<file path="src/rtl/id_ex_operand_stage.sv">
// ID/EX pipeline register with EX-side operand forwarding and load-use hazard detection.
// Bubbles are inserted on flush or load-use stall; stalls are counted with saturation.
module id_ex_operand_stage #(
  parameter int unsigned XLEN  = 32,
  parameter int unsigned CNT_W = 16
) (
  input  logic             clk_i,
  input  logic             rst_ni,
  input  logic             id_valid_i,
  input  logic [XLEN-1:0]  id_rs1_data_i,
  input  logic [XLEN-1:0]  id_rs2_data_i,
  input  logic [XLEN-1:0]  id_imm_i,
  input  logic [4:0]       id_rs1_i,
  input  logic [4:0]       id_rs2_i,
  input  logic [4:0]       id_rd_i,
  input  logic [3:0]       id_alu_control_i,
  input  logic             id_alu_src_i,
  input  logic             id_reg_write_i,
  input  logic             id_mem_read_i,
  input  logic             id_mem_write_i,
  input  logic             flush_i,
  input  logic [4:0]       mem_rd_i,
  input  logic             mem_reg_write_i,
  input  logic [XLEN-1:0]  mem_alu_result_i,
  input  logic [4:0]       wb_rd_i,
  input  logic             wb_reg_write_i,
  input  logic [XLEN-1:0]  wb_data_i,
  output logic [XLEN-1:0]  ex_a_o,
  output logic [XLEN-1:0]  ex_b_o,
  output logic [3:0]       ex_alu_control_o,
  output logic [XLEN-1:0]  ex_store_data_o,
  output logic [4:0]       ex_rd_o,
  output logic             ex_reg_write_o,
  output logic             ex_mem_read_o,
  output logic             ex_mem_write_o,
  output logic             ex_valid_o,
  output logic             stall_if_id_o,
  output logic [CNT_W-1:0] stall_count_o
);

  logic             valid_q, alu_src_q, reg_write_q, mem_read_q, mem_write_q;
  logic [4:0]       rs1_q, rs2_q, rd_q;
  logic [3:0]       alu_control_q;
  logic [XLEN-1:0]  rs1_data_q, rs2_data_q, imm_q;
  logic [CNT_W-1:0] stall_count_q, stall_count_d;
  logic             uses_rs2, stall, bubble;
  logic [XLEN-1:0]  fwd_rs1, fwd_rs2;

  assign uses_rs2 = ~id_alu_src_i | id_mem_write_i;
  assign stall    = id_valid_i & valid_q & mem_read_q & (rd_q != 5'd0) &
                    ((rd_q == id_rs1_i) | (uses_rs2 & (rd_q == id_rs2_i)));
  assign bubble   = flush_i | stall;

  always_comb begin
    stall_count_d = stall_count_q;
    if (!flush_i && stall && (stall_count_q != {CNT_W{1'b1}})) begin
      stall_count_d = stall_count_q + 1'b1;
    end
  end

  always_ff @(posedge clk_i or negedge rst_ni) begin
    if (!rst_ni) begin
      valid_q       <= 1'b0;
      alu_src_q     <= 1'b0;
      reg_write_q   <= 1'b0;
      mem_read_q    <= 1'b0;
      mem_write_q   <= 1'b0;
      rs1_q         <= '0;
      rs2_q         <= '0;
      rd_q          <= '0;
      alu_control_q <= '0;
      rs1_data_q    <= '0;
      rs2_data_q    <= '0;
      imm_q         <= '0;
      stall_count_q <= '0;
    end else begin
      stall_count_q <= stall_count_d;
      if (bubble) begin
        // Bubble clears operands too so a dead slot never drives stale data into the ALU.
        valid_q       <= 1'b0;
        alu_src_q     <= 1'b0;
        reg_write_q   <= 1'b0;
        mem_read_q    <= 1'b0;
        mem_write_q   <= 1'b0;
        rs1_q         <= '0;
        rs2_q         <= '0;
        rd_q          <= '0;
        alu_control_q <= '0;
        rs1_data_q    <= '0;
        rs2_data_q    <= '0;
        imm_q         <= '0;
      end else begin
        valid_q       <= id_valid_i;
        alu_src_q     <= id_alu_src_i;
        reg_write_q   <= id_reg_write_i;
        mem_read_q    <= id_mem_read_i;
        mem_write_q   <= id_mem_write_i;
        rs1_q         <= id_rs1_i;
        rs2_q         <= id_rs2_i;
        rd_q          <= id_rd_i;
        alu_control_q <= id_alu_control_i;
        rs1_data_q    <= id_rs1_data_i;
        rs2_data_q    <= id_rs2_data_i;
        imm_q         <= id_imm_i;
      end
    end
  end

  // EX/MEM wins over MEM/WB; x0 is never forwarded.
  always_comb begin
    fwd_rs1 = rs1_data_q;
    if (mem_reg_write_i && (mem_rd_i != 5'd0) && (mem_rd_i == rs1_q)) begin
      fwd_rs1 = mem_alu_result_i;
    end else if (wb_reg_write_i && (wb_rd_i != 5'd0) && (wb_rd_i == rs1_q)) begin
      fwd_rs1 = wb_data_i;
    end
    fwd_rs2 = rs2_data_q;
    if (mem_reg_write_i && (mem_rd_i != 5'd0) && (mem_rd_i == rs2_q)) begin
      fwd_rs2 = mem_alu_result_i;
    end else if (wb_reg_write_i && (wb_rd_i != 5'd0) && (wb_rd_i == rs2_q)) begin
      fwd_rs2 = wb_data_i;
    end
  end

  assign ex_a_o           = fwd_rs1;
  assign ex_b_o           = alu_src_q ? imm_q : fwd_rs2;
  assign ex_store_data_o  = fwd_rs2;
  assign ex_alu_control_o = alu_control_q;
  assign ex_rd_o          = rd_q;
  assign ex_valid_o       = valid_q;
  assign ex_reg_write_o   = reg_write_q & valid_q;
  assign ex_mem_read_o    = mem_read_q & valid_q;
  assign ex_mem_write_o   = mem_write_q & valid_q;
  assign stall_if_id_o    = stall;
  assign stall_count_o    = stall_count_q;

endmodule
</file>
<file path="config.mk">
export PLATFORM = sky130hd
export DESIGN_NAME = id_ex_operand_stage
export DESIGN_NICKNAME = d
export VERILOG_FILES = /design/src/rtl/id_ex_operand_stage.sv
export SDC_FILE = /design/constraint.sdc
export NUM_CORES = 1
export LEC_CHECK = 0
export ABC_AREA = 1
export BUFFER_PORTS_ARGS = -buffer_cell sky130_fd_sc_hd__buf_4
export CAP_MARGIN = 20
export CELL_PAD_IN_SITES_DETAIL_PLACEMENT = 1
export CELL_PAD_IN_SITES_GLOBAL_PLACEMENT = 1
export CORE_MARGIN = 1.5
export CORE_UTILIZATION = 33
export CTS_CLUSTER_DIAMETER = 200
export DETAILED_ROUTE_END_ITERATION = 6
export PLACE_DENSITY_LB_ADDON = 0.1
export SLEW_MARGIN = 10
export SYNTH_ARGS = -nofsm -noshare
export SYNTH_HDL_FRONTEND = slang
export SYNTH_SLANG_ARGS = --single-unit
</file>
<file path="constraint.sdc">
create_clock -name clk_i -period 1.8 [get_ports clk_i]
set_input_delay 0.36 -clock clk_i [delete_from_list [all_inputs] [get_ports clk_i]]
set_output_delay 0.36 -clock clk_i [all_outputs]
set_load 0.005 [all_outputs]
</file>
Word level (Yosys, flattened, before mapping)
Cells that the tools add are included.

Bitwise gates (word level): 12. Mux-type cells: 17. Add/subtract/negate cells: 1. Reduce and logical (&&, ||, !) cells: 12. Equality and inequality tests: 7.

Operator list (count): 32-bit 2-to-1 mux (8); 5-bit == test (6); 16-bit by 1-bit adder with 16-bit output, second input constant (1); 16-bit inequality test, second input constant (1); 5-bit 2-to-1 mux (3); 5-bit nonzero test (3); 1-bit bitwise AND (8); 1-bit logical AND (8); 1-bit 2-to-1 mux (5); 4-bit 2-to-1 mux (1); 1-bit bitwise OR (3); 1-bit logical NOT (1); 1-bit NOT (1).

Output and inout bits: 126. Logic and storage cells: 62. Bits in registers: 136. Bits of input ports: 199.

Logic depth before layout (Yosys ltp)
Gate-level depths: netlist (run 1).

Depth after elaboration: 7. Gate-level depth with buffers: 11. Depth with buffers taken out: 10.

Worst setup path before layout (run 1)
Ideal clock, no wire load.

Path type: register -> output. Start: register rs2_q[4]. End: output port ex_store_data_o[10]. Required time: 1440 ps. Stages on the path, launching flop included: 8. Arrival: 1321 ps. Path slack: 119 ps. Buffers on the path: 1. Path through: dfrtp_1 xor2_1 nor2_1 nand2_1 buf_2 nand2_1 nand3_1 and2_1.

Word-level cells in the longest chain between the ends: 4. Elaborated cells between the ends (all ways): 6. Those cells by class: eq/ne: 2; mux: 2; reduce/logical: 2.

RTL lines: from (decl) (line 42) `logic [4:0] rs1_q, rs2_q, rd_q;`; from (signal assigned) (line 99) `rs2_q <= id_rs2_i;`; 5-bit == test (line 120) `end else if (wb_reg_write_i && (wb_rd_i != 5'd0) && (wb_rd_i == rs2_q)) begin`; 1-bit logical AND (line 120); 32-bit 2-to-1 mux (line 120); 32-bit 2-to-1 mux * (line 118) `if (mem_reg_write_i && (mem_rd_i != 5'd0) && (mem_rd_i == rs2_q)) begin`; to (decl) (line 31) `output logic [XLEN-1:0] ex_store_data_o,`.

Every way passes the cells marked *; elsewhere a longest branch is shown, timed or not.

Final worst setup path (run 1)
Start: register rs2_q[3]. End: output port ex_b_o[31].

Word-level cells in the longest chain between the ends: 5. Elaborated cells between the ends (all ways): 7. Those cells by class: eq/ne: 2; mux: 3; reduce/logical: 2.

RTL lines: 5-bit == test (line 120); 1-bit logical AND (line 120); 32-bit 2-to-1 mux (line 120); 32-bit 2-to-1 mux * (line 118); 32-bit 2-to-1 mux * (line 126) `assign ex_b_o = alu_src_q ? imm_q : fwd_rs2;`; to (decl) (line 29) `output logic [XLEN-1:0] ex_b_o,`.

Marks and branches as above.

==> results.py, run 1 <==
metrics = {
    "run_status": {
        "outcome": "complete, but fails checks",
        "violations": "setup timing",
    },
    "cts": {
        "cts.sinks": 136,
        "cts_made_buffers": 17,
        "clk_path_buf_depth": 2,
        "clk_pin_slew_worst_paths_ns": 0.06,
        "h-tree-depth": 4,
        "clockRootBuffer": "clkbuf_16",
        "insertion_delay_ns": 0.43,
        "cts_tree": "built",
    },
    "worst_setup_path": {
        "reg2reg_depth": 9,
        "rr_endpoint": "stall_count_o[8]$_DFFE_PN0P_",
        "cpMaxStageDelayCell": "dfrtp_1",
        "r2r-start": "stall_count_o[5]$_DFFE_PN0P_",
        "crit_arrival_ns": 2.19,
        "cpPeakStageDelay_ns": 0.40,
        "endpoint": "ex_b_o[31]",
        "startpoint": "rs2_q[3]$_DFF_PN0_",
        "cp.required_ns": 1.44,
        "crit_chain": "buf_4 -> xor2_4 -> nor2_1 -> nand3b_1 -> buf_4 -> clkbuf_16 -> nand3_2 -> nand3_1 -> nand2_1 -> buf_6",
        "start_kind": "flip-flop",
        "critPathCaptureType": "output pin",
        "critical_path.max_fanout": 9,
        "path_class": "reg -> out",
        "path_common_cell": "buf_4",
        "reg2reg_slack_ns": 0.09,
    },
    "placed_design": {
        "place_hpwl_um": 22700,
        "port_buffers": 324,
        "place.gp.congestion": 0.892,
        "place_inst": 1723,
    },
    "final_layout": {
        "nets": 1655,
        "fill_cells": 2823,
        "final_cells": 1789,
        "syn_to_final_growth_pct": 68.6,
        "register_area_sq_um": 3410,
        "multi_input_comb_area_sq_um": 4210,
        "drive_gt1_frac": 0.416,
    },
    "grt": {
        "grt_pass1_wl_um": 48800,
        "grt_pass1_vias": 8968,
        "grt_max_degree": 60,
        "grt_usage": 0.266,
        "antenna_found_initial": 2,
        "overflow": 0,
    },
    "floorplanning": {
        "core-area_sq_um": 23300,
        "io_pins": 325,
        "die_x_um": 157,
        "rows": 56,
        "die_area_sq_um": 24500,
        "start_util": 0.334,
        "die_h_um": 157,
    },
    "routing": {
        "wl_per_cell_um": 18.9,
        "vias_per_cell": 4.76,
        "dr.pass1.iters": 5,
        "drt_iter0_markers": 293,
        "drtAntennaViolNets": 0,
        "dr_total_vias": 8512,
        "drc": 0,
        "drt_wl_total_um": 33700,
    },
    "logic_synthesis": {
        "avgSynthCellArea_sq_um": 7.15,
        "ys_ff_latch": 136,
        "synth.top_cell.area_share": 0.437,
        "synth_seq_area_share": 0.437,
        "synthesis.area_sq_um": 7780,
        "syn_nets": 1289,
        "yosysUniqueCellTypes": 25,
        "synth.most_common_cell": "nand2_1",
        "synth.area.top_cells": "dfrtp_1 44%, nand2_1 14%, nand3_1 8.9%, inv_1 8.5%, nor2_1 6.8%",
        "synthTopCellsByCount": "281 x nand2_1, 176 x inv_1, 141 x nor2_1, 138 x nand3_1, 136 x dfrtp_1",
        "synth-edff-count": 0,
        "syn_inst": 1089,
        "synth_top_area_cell": "dfrtp_1",
        "ys.flop_type": "dfrtp_1",
        "async_reset_ff_frac": 1.00,
        "ys_warn_count": 0,
    },
    "timing": {
        "skew_ns": 0.0105,
        "rsz0062_at_grt": "true",
        "fmax_mhz": 393,
        "slew_viol_final": 0,
        "setup_tns_ns": -62.86,
        "fin_ws_ns": -0.746,
        "slew_headroom": 0.789,
        "period_minus_slack_ns": 2.55,
        "hold_viol": 0,
        "fin_crit_sh": 1.41,
        "finalSetupViolations": 97,
        "tightest_slew_ns": 0.317,
    },
    "pwr": {
        "p_per_area_nw_per_um2": 679,
        "p_total_mw": 8.90,
        "leakagePower_nw": 7.22,
        "ir_drop_mv": 0.741,
    },
    "run": {
        "cap_viol_max_count": 0,
    },
    "worst_hold_path": {
        "hold_path.class": "in -> reg",
    },
}
[per-layer routing]
layer / routed length [um] / part of all wire / GRT usage
met4: 1100 / 0.033 / 0.111
met2: 17500 / 0.52 / 0.479
met3: 2400 / 0.071 / 0.0723
met5: 0 / 0 / 0
met1: 12800 / 0.38 / 0.294
[worst min-delay path by stage]
stage / startpoint / to / slack [ns] / cells after the start
6_report: id_rd_i[0] / ex_rd_o[0]$_DFF_PN0_ / 0.14 / 3
5_1_grt: id_reg_write_i / reg_write_q$_DFF_PN0_ / 0.14 / 3
4_1_cts: id_rd_i[0] / ex_rd_o[0]$_DFF_PN0_ / 0.13 / 3
3_5_place_dp: rst_ni / imm_q[25]$_DFF_PN0_ / 0.25 / 1
3_3_place_gp: rst_ni / imm_q[25]$_DFF_PN0_ / 0.25 / 1
2_1_floorplan: rst_ni / alu_src_q$_DFF_PN0_ / 0.06 / 0
[registers in the layout (all words and copies together), names as in the netlist, 4 cells and up]
register	flops
imm_q	32
rs2_data_q	32
rs2_q	5
ex_rd_o	5
ex_alu_control_o	4
rs1_data_q	32
rs1_q	5
stall_count_o	16
[power by group]
group | internal (mW) | total, mW | switching [mW]
registers | 3.20 | 3.26 | 0.0634
clock network | 2.22 | 3.68 | 1.46
logic | 1.02 | 1.96 | 0.940
total | 6.44 | 8.90 | 2.46
[per-stage QoR]
stage	worst slack (ns)	area (sq um)	hold WS (ns)	utilization
4_1_cts	-0.659	12200	0.127	0.522
5_1_grt	-0.820	13100	0.138	0.562
3_3_place_gp	-0.330	10900	0.254	0.468
2_1_floorplan	0.119	7780	0.0644	-
6_report	-0.746	13100	0.140	0.562
3_5_place_dp	-0.368	10900	0.249	0.468
[what timing repair did]
item	4_1_cts	5_1_grt
gates resized for setup	97	188
setup endpoints to repair	110	113
pin swaps	11	63
cloned	8	7
hold buffers	1	0
endpoints found under the hold margin	21	0
buffers inserted	9	8
[cell families (layout without fill, tap and decap cells)]
group,count (synthesis),in the layout,synth area share
buf+inv,237,616,0.121
fa+ha+maj,1,1,0.00161
flops,136,136,0.437
xor+xnor,34,34,0.0383
simple gates,674,674,0.397
other cells,0,2,0
compound gates,7,7,0.00498
[final cells by class]
| cell class | instances | area share |
|---|---|---|
| clock inverters | 14 | 0.0133 |
| clock buffers | 18 | 0.0335 |
| diodes | 2 | 0.000381 |
| inverters | 181 | 0.0524 |
| well taps | 319 | 0.0304 |
| flip-flops and latches | 136 | 0.260 |
| repair buffers | 403 | 0.290 |
| multi-input cells | 716 | 0.321 |
[worst max-delay path: cells and delay by family (launching register included)]
kind / cells / cell delay, ns
buf+inv: 4 / 0.64
flops: 1 / 0.40
xor+xnor: 1 / 0.15
simple gates: 5 / 0.54
[placed cells by master (no fill, tap or decap), types with 48 or more instances in the layout]
cell / n
inv_1: 174
nand3_2: 53
nand3b_1: 65
buf_4: 300
nand2_1: 207
nor2_1: 138
dfrtp_1: 132
buf_6: 61
nand2_2: 48
nand3_1: 82
Note: power is estimated with default switching activity, not from simulation.
==> inputs of run 2 (changes only) <==
ABC_AREA = not set   (was 1)
CORE_UTILIZATION = 34   (was 33)
==> results.py, run 2 <==
metrics = {
    "floorplanning": {
        "rows": 51,
        "die_area_sq_um": 21000,
        "die_x_um": 145,
        "core-area_sq_um": 19600,
        "start_util": 0.350,
        "die_h_um": 145,
        "io_pins": 325,
    },
    "timing": {
        "hold_viol": 0,
        "period_minus_slack_ns": 2.95,
        "slew_viol_final": 0,
        "fin_ws_ns": -1.15,
        "finalSetupViolations": 232,
        "skew_ns": 0.0155,
        "tightest_slew_ns": 0.428,
        "setup_tns_ns": -145.33,
        "rsz0062_at_grt": "true",
        "fin_crit_sh": 1.64,
        "slew_headroom": 0.714,
        "fmax_mhz": 339,
    },
    "grt": {
        "grt_pass1_wl_um": 48800,
        "overflow": 0,
        "antenna_found_initial": 0,
        "grt_usage": 0.311,
        "grt_max_degree": 39,
        "grt_pass1_vias": 7959,
    },
    "pwr": {
        "seqPwrFrac": 0.350,
        "p_int_mw": 6.83,
        "sw_frac_of_total": 0.269,
        "p_per_area_nw_per_um2": 679,
        "comb_power_share": 0.236,
        "ir_drop_mv": 0.617,
        "leakagePower_nw": 6.59,
        "p_switching_mw": 2.51,
        "pwr-share-clk": 0.414,
    },
    "worst_setup_path": {
        "endpoint": "ex_b_o[19]",
        "cp.required_ns": 1.44,
        "reg2reg_depth": 9,
        "cpMaxStageDelayCell": "dfrtp_1",
        "critPathCaptureType": "output pin",
        "crit_arrival_ns": 2.59,
        "start_kind": "flip-flop",
        "path_class": "reg -> out",
        "path_common_cell": "buf_4",
        "r2r-start": "ex_rd_o[2]$_DFF_PN0_",
        "rr_endpoint": "rs2_data_q[30]$_DFF_PN0_",
        "critical_path.max_fanout": 8,
        "crit_chain": "buf_6 -> xor2_2 -> nor3_2 -> buf_4 -> and3_4 -> clkbuf_16 -> nand2_2 -> a31oi_4 -> mux2_2 -> buf_4",
        "cpPeakStageDelay_ns": 0.42,
        "reg2reg_slack_ns": -0.50,
        "startpoint": "rs2_q[2]$_DFF_PN0_",
    },
    "placed_design": {
        "place.gp.congestion": 0.840,
        "place_hpwl_um": 18600,
        "port_buffers": 324,
        "dp_slack_ns": -1.01,
        "postPlaceCellArea_sq_um": 10500,
    },
    "routing": {
        "drtAntennaViolNets": 0,
        "dr.pass1.iters": 4,
        "dr_total_vias": 7299,
        "wl_per_cell_um": 27.4,
        "drc": 0,
        "drt_iter0_markers": 264,
        "drt_wl_total_um": 38400,
        "vias_per_cell": 5.22,
    },
    "final_layout": {
        "drive_gt1_frac": 0.680,
        "reg.largest.list": "imm_q (32), rs1_data_q (32), rs2_data_q (32)",
        "diodes": 0,
        "utilization": 0.702,
        "syn_to_final_growth_pct": 101,
        "final_cell_mix": "320 x buf_4, 134 x dfrtp_1, 98 x buf_6, 80 x and2_4, 72 x nand2_1",
        "nets": 1321,
        "layout_commonest_cell": "buf_4",
        "design_area_sq_um": 13800,
        "fill_cells": 1943,
    },
    "cts": {
        "clockRootBuffer": "clkbuf_16",
        "cts_made_buffers": 17,
        "cts_tree": "built",
        "cts.sinks": 136,
        "h-tree-depth": 4,
        "insertion_delay_ns": 0.44,
        "clk_pin_slew_worst_paths_ns": 0.07,
        "clk_path_buf_depth": 2,
    },
    "logic_synthesis": {
        "synth-edff-count": 0,
        "yosys.area_share.simple": 0.222,
        "synthAdderAreaFrac": 0.00183,
        "synth-compound-area-share": 0.0793,
        "synth_seq_area_share": 0.497,
        "ys_ff_latch": 136,
        "syn_inst": 659,
        "synth.area.top_cells": "dfrtp_1 50%, and2_1 11%, nand2_1 5.5%, mux2_2 5.4%, mux2i_1 4.7%",
        "async_reset_ff_frac": 1.00,
        "synthesis.area_sq_um": 6850,
        "yosysUniqueCellTypes": 38,
        "synth_top_family_by_area": "simple AND/OR/NAND/NOR gates",
        "ys.flop_type": "dfrtp_1",
        "syn_nets": 859,
        "synth.top_cell.area_share": 0.497,
        "avgSynthCellArea_sq_um": 10.4,
        "ys_warn_count": 0,
        "synth_top_area_cell": "dfrtp_1",
        "synth.most_common_cell": "dfrtp_1",
        "synth_mux_area_frac": 0.101,
        "synthXorXnorAreaFrac": 0.0575,
        "synthTopCellsByCount": "136 x dfrtp_1, 123 x and2_1, 101 x nand2_1, 37 x nor2_1, 33 x mux2_2",
    },
    "run_status": {
        "violations": "setup timing",
        "outcome": "complete, but fails checks",
    },
    "run": {
        "cap_viol_max_count": 0,
    },
    "worst_hold_path": {
        "hold_path.class": "in -> reg",
        "whs_path_depth": 2,
    },
}
==> run 2: cell count changes in the layout (fill, tap and decap cells not counted), sizes merged, moves of 65 or more <==
| cell | previous run | this run |
|---|---|---|
| nand3 | 138 | 7 |
| nand3b | 65 | 0 |
| inv | 182 | 6 |
| and2 | 32 | 123 |
| buf | 397 | 473 |
| nor2 | 144 | 38 |
| nand2 | 283 | 102 |
==> run 2: how the worst min path moves through the flow <==
stage / end / slack, ns / startpoint
final: ex_rd_o[0]$_DFF_PN0_ / 0.13 / id_rd_i[0]
after global routing: ex_rd_o[0]$_DFF_PN0_ / 0.12 / id_rd_i[0]
after CTS: mem_write_q$_DFF_PN0_ / 0.12 / flush_i
after detailed placement: imm_q[3]$_DFF_PN0_ / 0.31 / rst_ni
after global placement: imm_q[7]$_DFF_PN0_ / 0.31 / rst_ni
after floorplan: alu_src_q$_DFF_PN0_ / 0.06 / rst_ni
==> run 2: area by class of cell <==
cell class	count	area (sq um)	area share
Tap cell	265	332	0.0241
Clock inverter	14	198	0.0144
Multi-Input combinational cell	478	4500	0.327
Sequential cell	136	3410	0.248
Timing Repair Buffer	484	4880	0.355
Inverter	4	15.0	0.00109
Clock buffer	18	429	0.0312
==> run 2: per-stage QoR <==
stage          std cells  power (mW)  hold slack (ns)
3_5_place_dp        1299        4.78            0.307
6_report            1399        9.34            0.129
3_3_place_gp        1299        4.74            0.308
5_1_grt             1399        9.59            0.118
2_1_floorplan        659        3.81           0.0644
4_1_cts             1390        8.98            0.120
==> run 2: power groups by stage <==
stage / Clock (mW) / Combinational, mW / Sequential (mW)
global placement: 0 / 1.45 / 3.30
finish: 3.87 / 2.20 / 3.27
global route: 4.02 / 2.30 / 3.28
floorplan: 0 / 0.516 / 3.29
detailed placement: 0 / 1.47 / 3.30
CTS: 3.81 / 1.92 / 3.25
==> run 2: kinds of logic (layout without fill, tap and decap cells) <==
family / Yosys count / in the layout
compound gates: 70 / 70
buf+inv: 45 / 520
simple gates: 297 / 297
flops: 136 / 136
mux: 65 / 65
xor+xnor: 45 / 45
fa+ha+maj: 1 / 1
==> run 2: layer usage <==
| layer | global-route usage | share of wire |
|---|---|---|
| met5 | 0 | 0 |
| met1 | 0.338 | 0.35 |
| met4 | 0.156 | 0.049 |
| met3 | 0.0723 | 0.061 |
| met2 | 0.564 | 0.54 |
==> run 2: worst max-delay path: cells and delay by family (launching register included) <==
kind	cells	cell delay, ns
mux	1	0.19
compound gates	1	0.24
flops	1	0.42
simple gates	3	0.54
xor+xnor	1	0.14
buf+inv	4	0.62
==> run 2: timing repair <==
item | in CTS | in global routing
endpoints found under the hold margin | 33 | 0
setup endpoints to repair | 232 | 232
hold buffers | 1 | 0
pin swaps | 41 | 45
gates cloned | 19 | 11
gates resized for setup | 225 | 195
setup buffers | 39 | 16
==> inputs of run 3 (changes only) <==
CORE_UTILIZATION = 31   (was 34)
clock period = 2.5 ns   (was 1.8 ns; I/O delays follow)
==> results.py, run 3 (synthesized netlist as in run 2, its figures left out) <==
metrics = {
    "routing": {
        "drc": 0,
        "dr_total_vias": 6199,
        "vias_per_cell": 4.67,
        "dr.pass1.iters": 4,
        "drtAntennaViolNets": 0,
        "wl_per_cell_um": 19.2,
        "drt_wl_total_um": 25500,
        "drt_iter0_markers": 135,
    },
    "floorplanning": {
        "rows": 54,
        "die_area_sq_um": 23000,
        "die_h_um": 152,
        "start_util": 0.315,
        "io_pins": 325,
        "core-area_sq_um": 21800,
        "die_x_um": 152,
    },
    "timing": {
        "fin_hold_ws_ns": 0.00140,
        "rsz0062_at_grt": "true",
        "tightest_slew_ns": 0.481,
        "fmax_mhz": 336,
        "slew_viol_final": 0,
        "hold_viol": 0,
        "slew_headroom": 0.680,
        "skew_ns": 0.00588,
        "fin_crit_sh": 1.19,
        "period_minus_slack_ns": 2.98,
        "fin_ws_ns": -0.481,
        "finalSetupViolations": 96,
    },
    "worst_setup_path": {
        "path_delay_family": "simple AND/OR/NAND/NOR gates",
        "crit_arrival_ns": 2.48,
        "cp.required_ns": 2.00,
        "cpPeakStageDelay_ns": 0.52,
        "critical_path.max_fanout": 16,
        "cpMaxStageDelayCell": "or4_4",
        "reg2reg_slack_ns": 0.29,
        "path_class": "reg -> out",
        "start_kind": "flip-flop",
        "crit_chain": "xnor2_2 -> nand3_1 -> or4_4 -> clkbuf_16 -> nor2_1 -> a31oi_2 -> mux2_2 -> buf_4",
        "critPathCaptureType": "output pin",
        "cp_num_buf_inv": 2,
    },
    "final_layout": {
        "design_area_sq_um": 11000,
        "syn_to_final_growth_pct": 59.9,
        "drive_gt1_frac": 0.496,
        "reg.largest.list": "imm_q (32), rs1_data_q (32), rs2_data_q (32)",
        "layout_commonest_cell": "buf_4",
        "nets": 1234,
        "utilization": 0.504,
        "final_cell_mix": "374 x buf_4, 135 x dfrtp_1, 123 x and2_1, 89 x nand2_1",
    },
    "grt": {
        "grt_max_degree": 88,
        "grt_pass1_wl_um": 37000,
        "overflow": 0,
        "grt_usage": 0.218,
        "antenna_found_initial": 1,
        "grt_pass1_vias": 6533,
    },
    "placed_design": {
        "place_hpwl_um": 17600,
        "dp_slack_ns": -0.519,
        "place.gp.congestion": 0.759,
        "postPlaceCellArea_sq_um": 9980,
        "port_buffers": 324,
    },
    "cts": {
        "cts_made_buffers": 17,
        "cts.sinks": 136,
        "clockRootBuffer": "clkbuf_16",
        "clk_path_buf_depth": 2,
        "clk_pin_slew_worst_paths_ns": 0.06,
        "cts_tree": "built",
        "insertion_delay_ns": 0.42,
        "h-tree-depth": 4,
    },
    "worst_hold_path": {
        "hold_path.class": "in -> async",
    },
    "run_status": {
        "outcome": "complete, but fails checks",
        "violations": "setup timing",
    },
    "run": {
        "cap_viol_max_count": 0,
    },
    "pwr": {
        "p_per_area_nw_per_um2": 546,
        "ir_drop_mv": 0.449,
        "leakagePower_nw": 5.27,
    },
}
## run 3: final timing paths
check | startpoint | end | cells after the start
worst max-delay path | rs2_q[0]$_DFF_PN0_ | ex_b_o[20] | 8
worst min-delay path | rst_ni | imm_q[7]$_DFF_PN0_ | 1
worst max register to register | ex_rd_o[1]$_DFF_PN0_ | rs2_data_q[10]$_DFF_PN0_ | 7
worst min register to register | stall_count_o[12]$_DFFE_PN0P_ | stall_count_o[12]$_DFFE_PN0P_ | 1
max in group asynchronous | rst_ni | imm_q[28]$_DFF_PN0_ | 2
min in group clk_i | id_imm_i[4] | imm_q[4]$_DFF_PN0_ | 2
## run 3: report_power, final
part / internal (mW) / total (mW) / switching [mW] / leakage [nW]
logic: 0.620 / 1.03 / 0.410 / 3.23
registers: 2.30 / 2.34 / 0.0399 / 1.76
clock network: 1.58 / 2.61 / 1.03 / 0.275
total: 4.50 / 5.98 / 1.48 / 5.27
## run 3: metal layers
layer	global-route usage	part of all wire	wire [um]	up-vias
li1	-	-	-	2941
met1	0.262	0.41	10500	3043
met2	0.380	0.51	13100	190
met3	0.0587	0.060	1530	25
met4	0.0654	0.017	425	0
met5	0	0	0	-
## run 3: per-stage QoR
stage | total power [mW] | instances | setup TNS [ns]
4_1_cts | 6.05 | 1324 | -34.28
5_1_grt | 6.24 | 1328 | -43.45
3_3_place_gp | 3.37 | 1285 | -33.58
6_report | 5.98 | 1328 | -34.16
2_1_floorplan | 2.70 | 659 | -0.990
3_5_place_dp | 3.38 | 1285 | -34.04
## run 3: cell type report
class | count | area [sq um]
fillers | 2465 | 10800
flip-flops and latches | 136 | 3400
multi-input cells | 478 | 3300
repair buffers | 397 | 3280
clock buffers | 18 | 429
well taps | 280 | 350
clock inverters | 14 | 175
inverters | 4 | 15.0
diodes | 1 | 2.50
## run 3: timing repair
action	CTS	global route
setup endpoints to repair	97	96
resized for setup	57	18
hold buffers	0	0
pin swaps	8	12
setup buffers	3	1
gates cloned	4	3
